--- src/rtl/fifo_push_arbiter_pkg.sv ---
// Shared types and defaults for the fifo_push_arbiter slice.
package fifo_arb_pkg;

  typedef enum logic {
    IDLE = 1'b0,
    SEND = 1'b1
  } arb_state_e;

  localparam int unsigned DEF_NUM_REQ = 4;
  localparam int unsigned DEF_DATA_W  = 8;

  // Width of a requester index; never collapses to zero bits.
  function automatic int unsigned idx_w(input int unsigned n);
    return (n < 2) ? 1 : $clog2(n);
  endfunction

  localparam int unsigned DEF_IDX_W = idx_w(DEF_NUM_REQ);

endpackage

--- src/rtl/fifo_push_arbiter_if.sv ---
// Requester-side and FIFO-write-side signals of fifo_push_arbiter.
interface fifo_push_arbiter_if
  import fifo_arb_pkg::*;
#(
  parameter int unsigned NUM_REQ = DEF_NUM_REQ,
  parameter int unsigned DATA_W  = DEF_DATA_W
);
  localparam int unsigned IDX_W = idx_w(NUM_REQ);

  logic [NUM_REQ-1:0]        req;
  logic [NUM_REQ*DATA_W-1:0] req_data;
  logic [NUM_REQ-1:0]        ack;
  logic                      busy;
  logic [IDX_W-1:0]          grant_id;
  logic                      fifo_full;
  logic                      fifo_push;
  logic                      fifo_data;

  modport master (
    input  req, req_data, fifo_full,
    output ack, busy, grant_id, fifo_push, fifo_data
  );

  modport slave (
    output req, req_data, fifo_full,
    input  ack, busy, grant_id, fifo_push, fifo_data
  );

endinterface

--- src/rtl/fifo_push_arbiter_rr_picker.sv ---
// Combinational round-robin selector: first set req after last_i, wrapping.
module rr_picker
  import fifo_arb_pkg::*;
#(
  parameter int unsigned NUM_REQ = DEF_NUM_REQ,
  parameter int unsigned IDX_W   = idx_w(NUM_REQ)
) (
  input  logic [NUM_REQ-1:0] req_i,
  input  logic [IDX_W-1:0]   last_i,
  output logic               any_o,
  output logic [IDX_W-1:0]   winner_o
);

  logic        found;
  int unsigned idx;

  assign any_o = |req_i;

  always_comb begin
    winner_o = '0;
    found    = 1'b0;
    idx      = 0;
    for (int unsigned k = 1; k <= NUM_REQ; k++) begin
      idx = (32'(last_i) + k) % NUM_REQ;
      if (!found && req_i[idx]) begin
        winner_o = IDX_W'(idx);
        found    = 1'b1;
      end
    end
  end

endmodule

--- src/rtl/fifo_push_arbiter.sv ---
// Round-robin arbiter serialising requester words LSB-first into a 1-bit FIFO.
// Optional FIFO_ARB_PARITY_EN appends an even-parity bit after each word.
module fifo_push_arbiter
  import fifo_arb_pkg::*;
#(
  parameter int unsigned NUM_REQ = DEF_NUM_REQ,
  parameter int unsigned DATA_W  = DEF_DATA_W
) (
  input logic                 clk,
  input logic                 rst_n,
  fifo_push_arbiter_if.master bus
);

  localparam int unsigned IDX_W = idx_w(NUM_REQ);
  localparam int unsigned CNT_W = $clog2(DATA_W + 1);
`ifdef FIFO_ARB_PARITY_EN
  localparam int unsigned SH_W = DATA_W + 1;
`else
  localparam int unsigned SH_W = DATA_W;
`endif
  localparam logic [CNT_W-1:0] LAST_CNT = CNT_W'(SH_W - 1);

  arb_state_e         state_q, state_d;
  logic [SH_W-1:0]    shreg_q, shreg_d;
  logic [CNT_W-1:0]   cnt_q, cnt_d;
  logic [IDX_W-1:0]   last_q, last_d;
  logic [IDX_W-1:0]   grant_q, grant_d;

  logic               any_req;
  logic [IDX_W-1:0]   winner;
  logic [DATA_W-1:0]  win_word;
  logic [SH_W-1:0]    load_word;
  logic               push;
  logic               data_bit;
  logic [NUM_REQ-1:0] ack_vec;

  rr_picker #(
    .NUM_REQ (NUM_REQ),
    .IDX_W   (IDX_W)
  ) u_picker (
    .req_i    (bus.req),
    .last_i   (last_q),
    .any_o    (any_req),
    .winner_o (winner)
  );

  assign win_word = bus.req_data[winner*DATA_W +: DATA_W];

  // Parity rides as the top bit of the shift register so it falls out last.
`ifdef FIFO_ARB_PARITY_EN
  assign load_word = {^win_word, win_word};
`else
  assign load_word = win_word;
`endif

  always_comb begin
    state_d  = state_q;
    shreg_d  = shreg_q;
    cnt_d    = cnt_q;
    last_d   = last_q;
    grant_d  = grant_q;
    push     = 1'b0;
    data_bit = 1'b0;
    ack_vec  = '0;
    unique case (state_q)
      IDLE: begin
        if (any_req) begin
          shreg_d = load_word;
          grant_d = winner;
          cnt_d   = '0;
          state_d = SEND;
        end
      end
      SEND: begin
        push     = !bus.fifo_full;
        data_bit = shreg_q[0];
        if (push) begin
          shreg_d = shreg_q >> 1;
          cnt_d   = cnt_q + 1'b1;
          if (cnt_q == LAST_CNT) begin
            ack_vec[grant_q] = 1'b1;
            last_d           = grant_q;
            state_d          = IDLE;
          end
        end
      end
    endcase
  end

  always_ff @(posedge clk or negedge rst_n) begin
    if (!rst_n) begin
      state_q <= IDLE;
      shreg_q <= '0;
      cnt_q   <= '0;
      last_q  <= IDX_W'(NUM_REQ - 1);
      grant_q <= '0;
    end else begin
      state_q <= state_d;
      shreg_q <= shreg_d;
      cnt_q   <= cnt_d;
      last_q  <= last_d;
      grant_q <= grant_d;
    end
  end

  assign bus.fifo_push = push;
  assign bus.fifo_data = data_bit;
  assign bus.ack       = ack_vec;
  assign bus.busy      = (state_q == SEND);
  assign bus.grant_id  = grant_q;

endmodule

--- src/flat_wrapper.sv ---
// flat-port wrapper written by rule: the top's interface ports become plain ports
module fifo_push_arbiter_flat import fifo_arb_pkg::*;
#(
  parameter int unsigned NUM_REQ = DEF_NUM_REQ,
  parameter int unsigned DATA_W  = DEF_DATA_W
)
  (clk, rst_n, bus_req, bus_req_data, bus_fifo_full, bus_ack, bus_busy, bus_grant_id, bus_fifo_push, bus_fifo_data);
  fifo_push_arbiter_if #(.NUM_REQ(NUM_REQ), .DATA_W(DATA_W)) bus_i ();
  input logic clk;
  input logic rst_n;
  input wire logic [$bits(bus_i.req)-1:0] bus_req;
  input wire logic [$bits(bus_i.req_data)-1:0] bus_req_data;
  input wire logic [$bits(bus_i.fifo_full)-1:0] bus_fifo_full;
  output wire logic [$bits(bus_i.ack)-1:0] bus_ack;
  output wire logic [$bits(bus_i.busy)-1:0] bus_busy;
  output wire logic [$bits(bus_i.grant_id)-1:0] bus_grant_id;
  output wire logic [$bits(bus_i.fifo_push)-1:0] bus_fifo_push;
  output wire logic [$bits(bus_i.fifo_data)-1:0] bus_fifo_data;
  assign bus_i.req = bus_req;
  assign bus_i.req_data = bus_req_data;
  assign bus_i.fifo_full = bus_fifo_full;
  assign bus_ack = bus_i.ack;
  assign bus_busy = bus_i.busy;
  assign bus_grant_id = bus_i.grant_id;
  assign bus_fifo_push = bus_i.fifo_push;
  assign bus_fifo_data = bus_i.fifo_data;
  fifo_push_arbiter #(.NUM_REQ(NUM_REQ), .DATA_W(DATA_W)) u_core (.clk(clk), .rst_n(rst_n), .bus(bus_i));
endmodule
--- config.mk ---
export PLATFORM = sky130hd
export DESIGN_NAME = fifo_push_arbiter_flat
export DESIGN_NICKNAME = d
export VERILOG_FILES = /design/src/rtl/fifo_push_arbiter_pkg.sv /design/src/rtl/fifo_push_arbiter_if.sv /design/src/rtl/fifo_push_arbiter_rr_picker.sv /design/src/rtl/fifo_push_arbiter.sv /design/src/flat_wrapper.sv
export SDC_FILE = /design/constraint.sdc
export NUM_CORES = 1
export LEC_CHECK = 0
export ABC_CLOCK_PERIOD_IN_PS = 2200
export CAP_MARGIN = 25
export CORE_MARGIN = 2
export CORE_UTILIZATION = 44
export CTS_BUF_LIST = sky130_fd_sc_hd__clkbuf_4
export DETAILED_ROUTE_END_ITERATION = 8
export PLACE_DENSITY = 0.87
export SYNTH_ARGS = -nofsm -noshare
export SYNTH_HDL_FRONTEND = slang
export SYNTH_HIERARCHICAL = 1
export SYNTH_SLANG_ARGS = --single-unit
--- constraint.sdc ---
create_clock -name clk -period 2.2 [get_ports clk]
set_input_delay 0.44 -clock clk [delete_from_list [all_inputs] [get_ports clk]]
set_output_delay 0.44 -clock clk [all_outputs]
set_load 0.01 [all_outputs]
==> results of run 1 <==
routing by layer:
layer,up-vias,global-route usage,wire length [um]
met5,-,0,0
met4,0,0.07500,27
met2,44,0.3671,1351
met1,507,0.2340,992
met3,2,0.04918,185
li1,514,-,-
power by group:
part           internal [W]  switching [W]  total [W]
registers          0.000464       0.000135   0.000599
clock network     0.0000825      0.0000825   0.000165
logic              0.000468       0.000285   0.000753
total               0.00101       0.000503    0.00152
through the flow:
step / cells / setup slack (ns) / utilization / power (W)
finish: 197 / 0.06781 / 0.7049 / 0.001517
global route: 197 / 0.01125 / 0.7049 / 0.001633
CTS: 197 / 0.007162 / 0.7085 / 0.001538
detailed placement: 191 / -0.2452 / 0.6922 / 0.001363
global placement: 191 / -0.1617 / 0.6922 / 0.001320
floorplan: 109 / 0.4305 / - / 0.001074
cells in the final DEF (no fill, tap or decap), types with 2 or more instances in the layout:
cell,count
clkdlybuf4s50_1,42
nand2_1,20
dfrtp_1,15
buf_4,11
o21ai_0,10
nand3_1,6
inv_1,5
nor3_1,5
mux4_1,5
clkbuf_4,4
clkbuf_2,3
mux4_2,3
nor2_1,3
xnor2_1,3
nand2b_1,3
a21oi_1,3
nor2b_2,2
and2_1,2
mux2_4,2
nor3b_1,2
a21o_1,2
dfstp_2,2
registers in the layout, indices dropped and copies added, names as in the netlist:
register and flops:
u_core/bus.grant_id 2, u_core/last_q 2, u_core/shreg_q 8, u_core/bus.busy 1
u_core/cnt_q 4
area by class of cell:
type,count,area (um^2)
clock buffers,4,30.03
fillers,181,724.4
inverters,5,18.77
multi-input cells,82,659.4
flip-flops and latches,17,427.9
well taps,30,37.54
repair buffers,59,556.8
worst register-to-register path: stages, from the launching register on:
cell      delay (ns)
dfstp_2         0.61
mux2i_1         0.11
o221ai_2        0.24
buf_12          0.17
mux4_1          0.54
nand2_1         0.08
nand3_1         0.07
cells in the mapped netlist (all sizes together) (3+ instances only):
master,n,area share
a21oi,3,0.013
buf,4,0.025
dfrtp,15,0.33
inv,5,0.017
mux2,3,0.036
mux4,8,0.17
nand2,20,0.066
nand2b,3,0.017
nand3,6,0.026
nor2,3,0.0099
nor2b,3,0.019
nor3,5,0.022
o21ai,10,0.044
xnor2,3,0.023
cells by family after synthesis:
kind of cell | Yosys count
xor+xnor | 3
flops | 17
fa+ha+maj | 1
mux | 12
compound gates | 20
buf+inv | 10
simple gates | 46
worst max path at each step:
| stage | startpoint | end | slack, ns |
|---|---|---|---|
| 2_1_floorplan | u_core/last_q[1] | u_core/shreg_q[4] | 0.43 |
| 3_3_place_gp | bus_req[1] | u_core/shreg_q[6] | -0.16 |
| 3_5_place_dp | bus_fifo_full | bus_ack[0] | -0.25 |
| 4_1_cts | bus_fifo_full | bus_ack[0] | 0.007 |
| 5_1_grt | bus_req[1] | u_core/shreg_q[5] | 0.01 |
| 6_report | bus_fifo_full | bus_ack[3] | 0.07 |
repair_timing:
action                                  in CTS  in global routing
gates resized for setup                      6                  9
pin swaps                                    0                  0
endpoints found under the setup margin       5                  8
setup buffers                                2                  0
==> run summary, run 1 <==
I/O pin count: 48
reg2reg setup slack: 0.25 ns
Slew Limit Fails: 0
CTS tree: done
Die X: 54.84 um
slew margin rel.: 0.7424
Synth Area in Adders: 0.01100
clock transition at the registers of the reported paths: 0.09 ns
clk_lat worst skew: 0.27 ns
part of the cycle the worst path needs: 0.9692
Async SR Flop Fraction: 1.000
Startpoint Class: input pin
end of the worst register-to-register path: u_core/shreg_q[5]
Vias: 1,067
final hold slack: 0.4757 ns
Global Route Usage Sum: 0.2052
CP endpoint kind: primary output
Peak Freq: 469.0 MHz
fraction of synthesized area in multiplexers: 0.2200
Yosys reg bits: 17
Critical Path AT: 1.69 ns
initial antenna violation count: 0
compound-cell area share of the yosys netlist: 0.1111
Syn Inst Count: 109
worst hold path type: input pin to asynchronous set/reset pin
ratio of cells with drive above 1 in the final layout: 0.1856
cell area after synthesis: 1137 um^2
Die ar.: 3007 um^2
XOR/XNOR Fraction of Synth Area: 0.02310
DRT iter0 DRCs: 13
# diodes: 0
critical path peak fanout: 5
cell area after layout: 1730 um^2
MaxCap Viol Count: 0
IO Port Bufs: 47
core area: 2455 um^2
final setup fails: 0
post-layout min period: 2.132 ns
CTS root buf: clkbuf_4
final hold viol count: 0
number of flops mapped to enable cells by yosys: 0
CP Depth: 6
Critical R2R Launch: u_core/last_q[1]
largest family of logic cells by synthesized area: multiplexers
Crit-path slowest cell: clkdlybuf4s50_1
clock sink count: 17
cell row count: 18
post-synthesis simple-gate area fraction: 0.2123
Synth warnings: 6
global placer's final weighted congestion: 0.7452
main flop type after synthesis: dfrtp_1
H-tree Lvls: 1
CTS Buffer Depth: 2
CTS Buf Count: 3
per-cell routed wire length: 12.98 um
GRT overflow: 0
Initial Util: 0.4633
antenna viol nets, final: 0
Crit path max-delay family: buffers and inverters
Final #Nets: 208
vias per cell: 5.416
area grow syn2layout: 52.15%
first-pass GRT wire length: 4305 um
Hold-fix buffers, CTS: 0
setup TNS: 0 ns
r2r worst-path depth: 6
Crit path buffers/inverters: 3
largest net degree at the start of global routing: 18
worst path required time: 1.76 ns
post-synthesis cell type count: 33
Pwr per Cell Area: 876.8 nW/um^2
hpwl dp: 2163 um
peak supply drop: 644.8 uV
CP max stage delay: 0.44 ns
vias in the first global route: 1,060
RSZ-0062 raised after global routing: false
Avg Cell Area, Syn: 10.43 um^2
Die Y-Extent: 54.84 um
number of remaining DRC errors: 0
First-pass DRT Iterations: 4
Worst Tran Pin Value: 0.3849 ns
total wire length: 2558 um
DP Area: 1699 um^2
Final Skew: 0.002540 ns
crit-path cells: clkdlybuf4s50_1, nor2b_2, buf_4, nand4b_4, nor3_1, clkdlybuf4s15_1
WS Path Type: input pin to primary output
leakage power: 0.7615 nW
Mapped Nets: 149
sequential area share after synthesis: 0.3762
status: completed
Power figures use the tool's default switching activity.
==> run 2: changes to the inputs <==
--- a/config.mk
+++ b/config.mk
@@ -7,7 +7,7 @@
 export LEC_CHECK = 0
 export ABC_CLOCK_PERIOD_IN_PS = 2200
 export CAP_MARGIN = 25
-export CORE_MARGIN = 2
+export CORE_MARGIN = 1.5
 export CORE_UTILIZATION = 44
 export CTS_BUF_LIST = sky130_fd_sc_hd__clkbuf_4
 export DETAILED_ROUTE_END_ITERATION = 8
==> run summary, run 2 (same netlist as run 1, synthesis figures left out) <==
reg2reg setup slack: 0.25 ns (about the same)
area grow syn2layout: 51.93%
most common library cell in the layout ignoring fill and taps: clkdlybuf4s50_1
leakage power: 0.7731 nW (+1.5%)
DRT iter0 DRCs: 12 (-1)
WS Path Type: input pin to primary output
Worst Tran Pin Value: 0.4299 ns (+0.04500 ns)
fin util: 0.7039 (-0.001019)
final setup fails: 0 (unchanged)
slew margin rel.: 0.7123 (-0.03011)
global placer's final weighted congestion: 0.7333 (-1.6%)
H-tree Lvls: 1 (unchanged)
GRT overflow: 0 (unchanged)
largest reg by FF count: u_core/shreg_q
Startpoint Class: input pin
ratio of cells with drive above 1 in the final layout: 0.1576 (-0.02805)
status: completed
worst path required time: 1.76 ns (about the same)
final hold slack: 0.4487 ns (-0.02701 ns)
final hold viol count: 0 (unchanged)
Worst Setup EP: bus_ack[1]
clock power share: 0.112 (+0.003)
Final WS setup: 0.08542 ns (+0.01761 ns)
GRT met3 Usage: 0.03333 (-0.01585)
part of the cycle the worst path needs: 0.9612 (-0.008003)
top flop regs: u_core/shreg_q (8), u_core/cnt_q (4)
Gate power share: 0.499 (+0.002)
CP startpoint: bus_fifo_full
antenna viol nets, final: 0 (unchanged)
Final Skew: 0.004180 ns (+0.001641 ns)
r2r worst-path depth: 6 (unchanged)
worst hold path type: input pin to asynchronous set/reset pin
Vias: 1,052 (-1.4%)
Largest register FFs: 8 (unchanged)
Pwr per Cell Area: 880.3 nW/um^2 (+0.41%)
# diodes: 0 (unchanged)
Die X: 53.84 um (-1.8%)
First-pass DRT Iterations: 4 (unchanged)
Critical Path AT: 1.67 ns (-0.02 ns)
GRT met2 Usage: 0.3923 (+0.02521)
end of the worst register-to-register path: u_core/shreg_q[4]
most used routing layer: met2
Die Y-Extent: 53.84 um (-1.8%)
Die ar.: 2899 um^2 (-3.6%)
largest net degree at the start of global routing: 18 (unchanged)
cell row count: 18 (unchanged)
Slew Limit Fails: 0 (unchanged)
initial antenna violation count: 0 (unchanged)
core area: 2455 um^2 (unchanged)
first-pass GRT wire length: 4388 um (+1.9%)
number of remaining DRC errors: 0 (unchanged)
post-layout min period: 2.115 ns (-0.01761 ns)
vias per cell: 5.395 (-0.39%)
critical path peak fanout: 5 (unchanged)
setup TNS: 0 ns (unchanged)
Total Power: 0.001521 W (+0.26%)
CTS root buf: clkbuf_4
RSZ-0062 raised after global routing: false
clk_lat worst skew: 0.30 ns (+0.03 ns)
I/O pin count: 48 (unchanged)
Internal: 0.0009967 W (-1.7%)
Global Route Usage Sum: 0.2170 (+0.01177)
Initial Util: 0.4633 (unchanged)
Net Sw Frac: 0.3448 (+0.01338)
most frequent cells in the layout: clkdlybuf4s50_1 (42), nand2_1 (20), dfrtp_1 (15), o21ai_0 (10), buf_4 (9)
Post-CTS Setup Inserts: 0 (-2)
met1 Use GR: 0.2423 (+0.008346)
peak supply drop: 612.0 uV (-5.1%)
clock transition at the registers of the reported paths: 0.10 ns (about the same)
IO Port Bufs: 47 (unchanged)
Critical R2R Launch: u_core/last_q[1]
total wire length: 2682 um (+4.8%)
sequential share of power: 0.389 (-0.006)
CTS Buf Count: 3 (unchanged)
CTS Buffer Depth: 2 (unchanged)
hpwl dp: 2246 um (+3.8%)
Psw: 0.0005245 W (+4.3%)
vias in the first global route: 1,068 (+0.75%)
per-cell routed wire length: 13.75 um (+5.9%)
CP endpoint kind: primary output
Peak Freq: 472.9 MHz (+0.83%)
CTS tree: done
Final #Nets: 206 (-0.96%)
Place WS: -0.2483 ns (-0.003121 ns)
MaxCap Viol Count: 0 (unchanged)
clock sink count: 17 (unchanged)
==> run 2: metal layers <==
layer	wire length (um)	part of all wire
met5	0	0
met1	1034	0.39
met3	168	0.063
met2	1418	0.53
met4	61	0.023
==> run 2: cell type report <==
class	count	area, um^2
fill	210	726.9
sequential	17	427.9
inverter	5	18.77
multi-input combinational	82	664.4
clock buffer	3	22.52
timing repair buffer	57	551.8
clock inverter	1	5.005
tap	30	37.54
==> run 2: worst min-delay path by stage <==
stage,to,slack (ns),start
after global placement,u_core/shreg_q[2],0.47,u_core/shreg_q[3]
after global routing,u_core/shreg_q[3],0.46,rst_n
after detailed placement,u_core/shreg_q[2],0.48,u_core/shreg_q[3]
final,u_core/shreg_q[3],0.45,rst_n
after CTS,u_core/cnt_q[3],0.45,rst_n
after floorplan,u_core/bus.busy,0.14,rst_n
==> run 2: what timing repair did <==
| action | in CTS | in global routing |
|---|---|---|
| resized for setup | 6 | 1 |
| endpoints found under the hold margin | 0 | 0 |
| pin swaps | 0 | 1 |
| setup endpoints to repair | 5 | 1 |
| hold buffers | 0 | 0 |
==> run 2: through the flow <==
stage	cells	instance area (um^2)
2_1_floorplan	109	1137
3_3_place_gp	191	1699
3_5_place_dp	191	1699
4_1_cts	195	1725
5_1_grt	195	1728
6_report	195	1728
==> run 2: worst max-delay path: stages <==
cell and delay [ns]:
clkdlybuf4s50_1 0.46, nor2b_4 0.18, nand4b_4 0.14, nor3_1 0.16
dlygate4sd2_1 0.30
==> run 2: power groups by stage <==
stage          combinational [W]  clock (W)  sequential [W]
3_5_place_dp            0.000764          0        0.000601
3_3_place_gp            0.000735          0        0.000585
5_1_grt                 0.000822   0.000188        0.000610
2_1_floorplan           0.000497          0        0.000577
4_1_cts                 0.000766   0.000175        0.000593
6_report                0.000759   0.000171        0.000592
==> run 3: changes to the inputs <==
--- a/config.mk
+++ b/config.mk
@@ -16,3 +16,4 @@
 export SYNTH_HDL_FRONTEND = slang
 export SYNTH_HIERARCHICAL = 1
 export SYNTH_SLANG_ARGS = --single-unit
+export TNS_END_PERCENT = 30
==> results of run 3 <==
No change in the layout: final DEF, timing and power equal those of run 2.
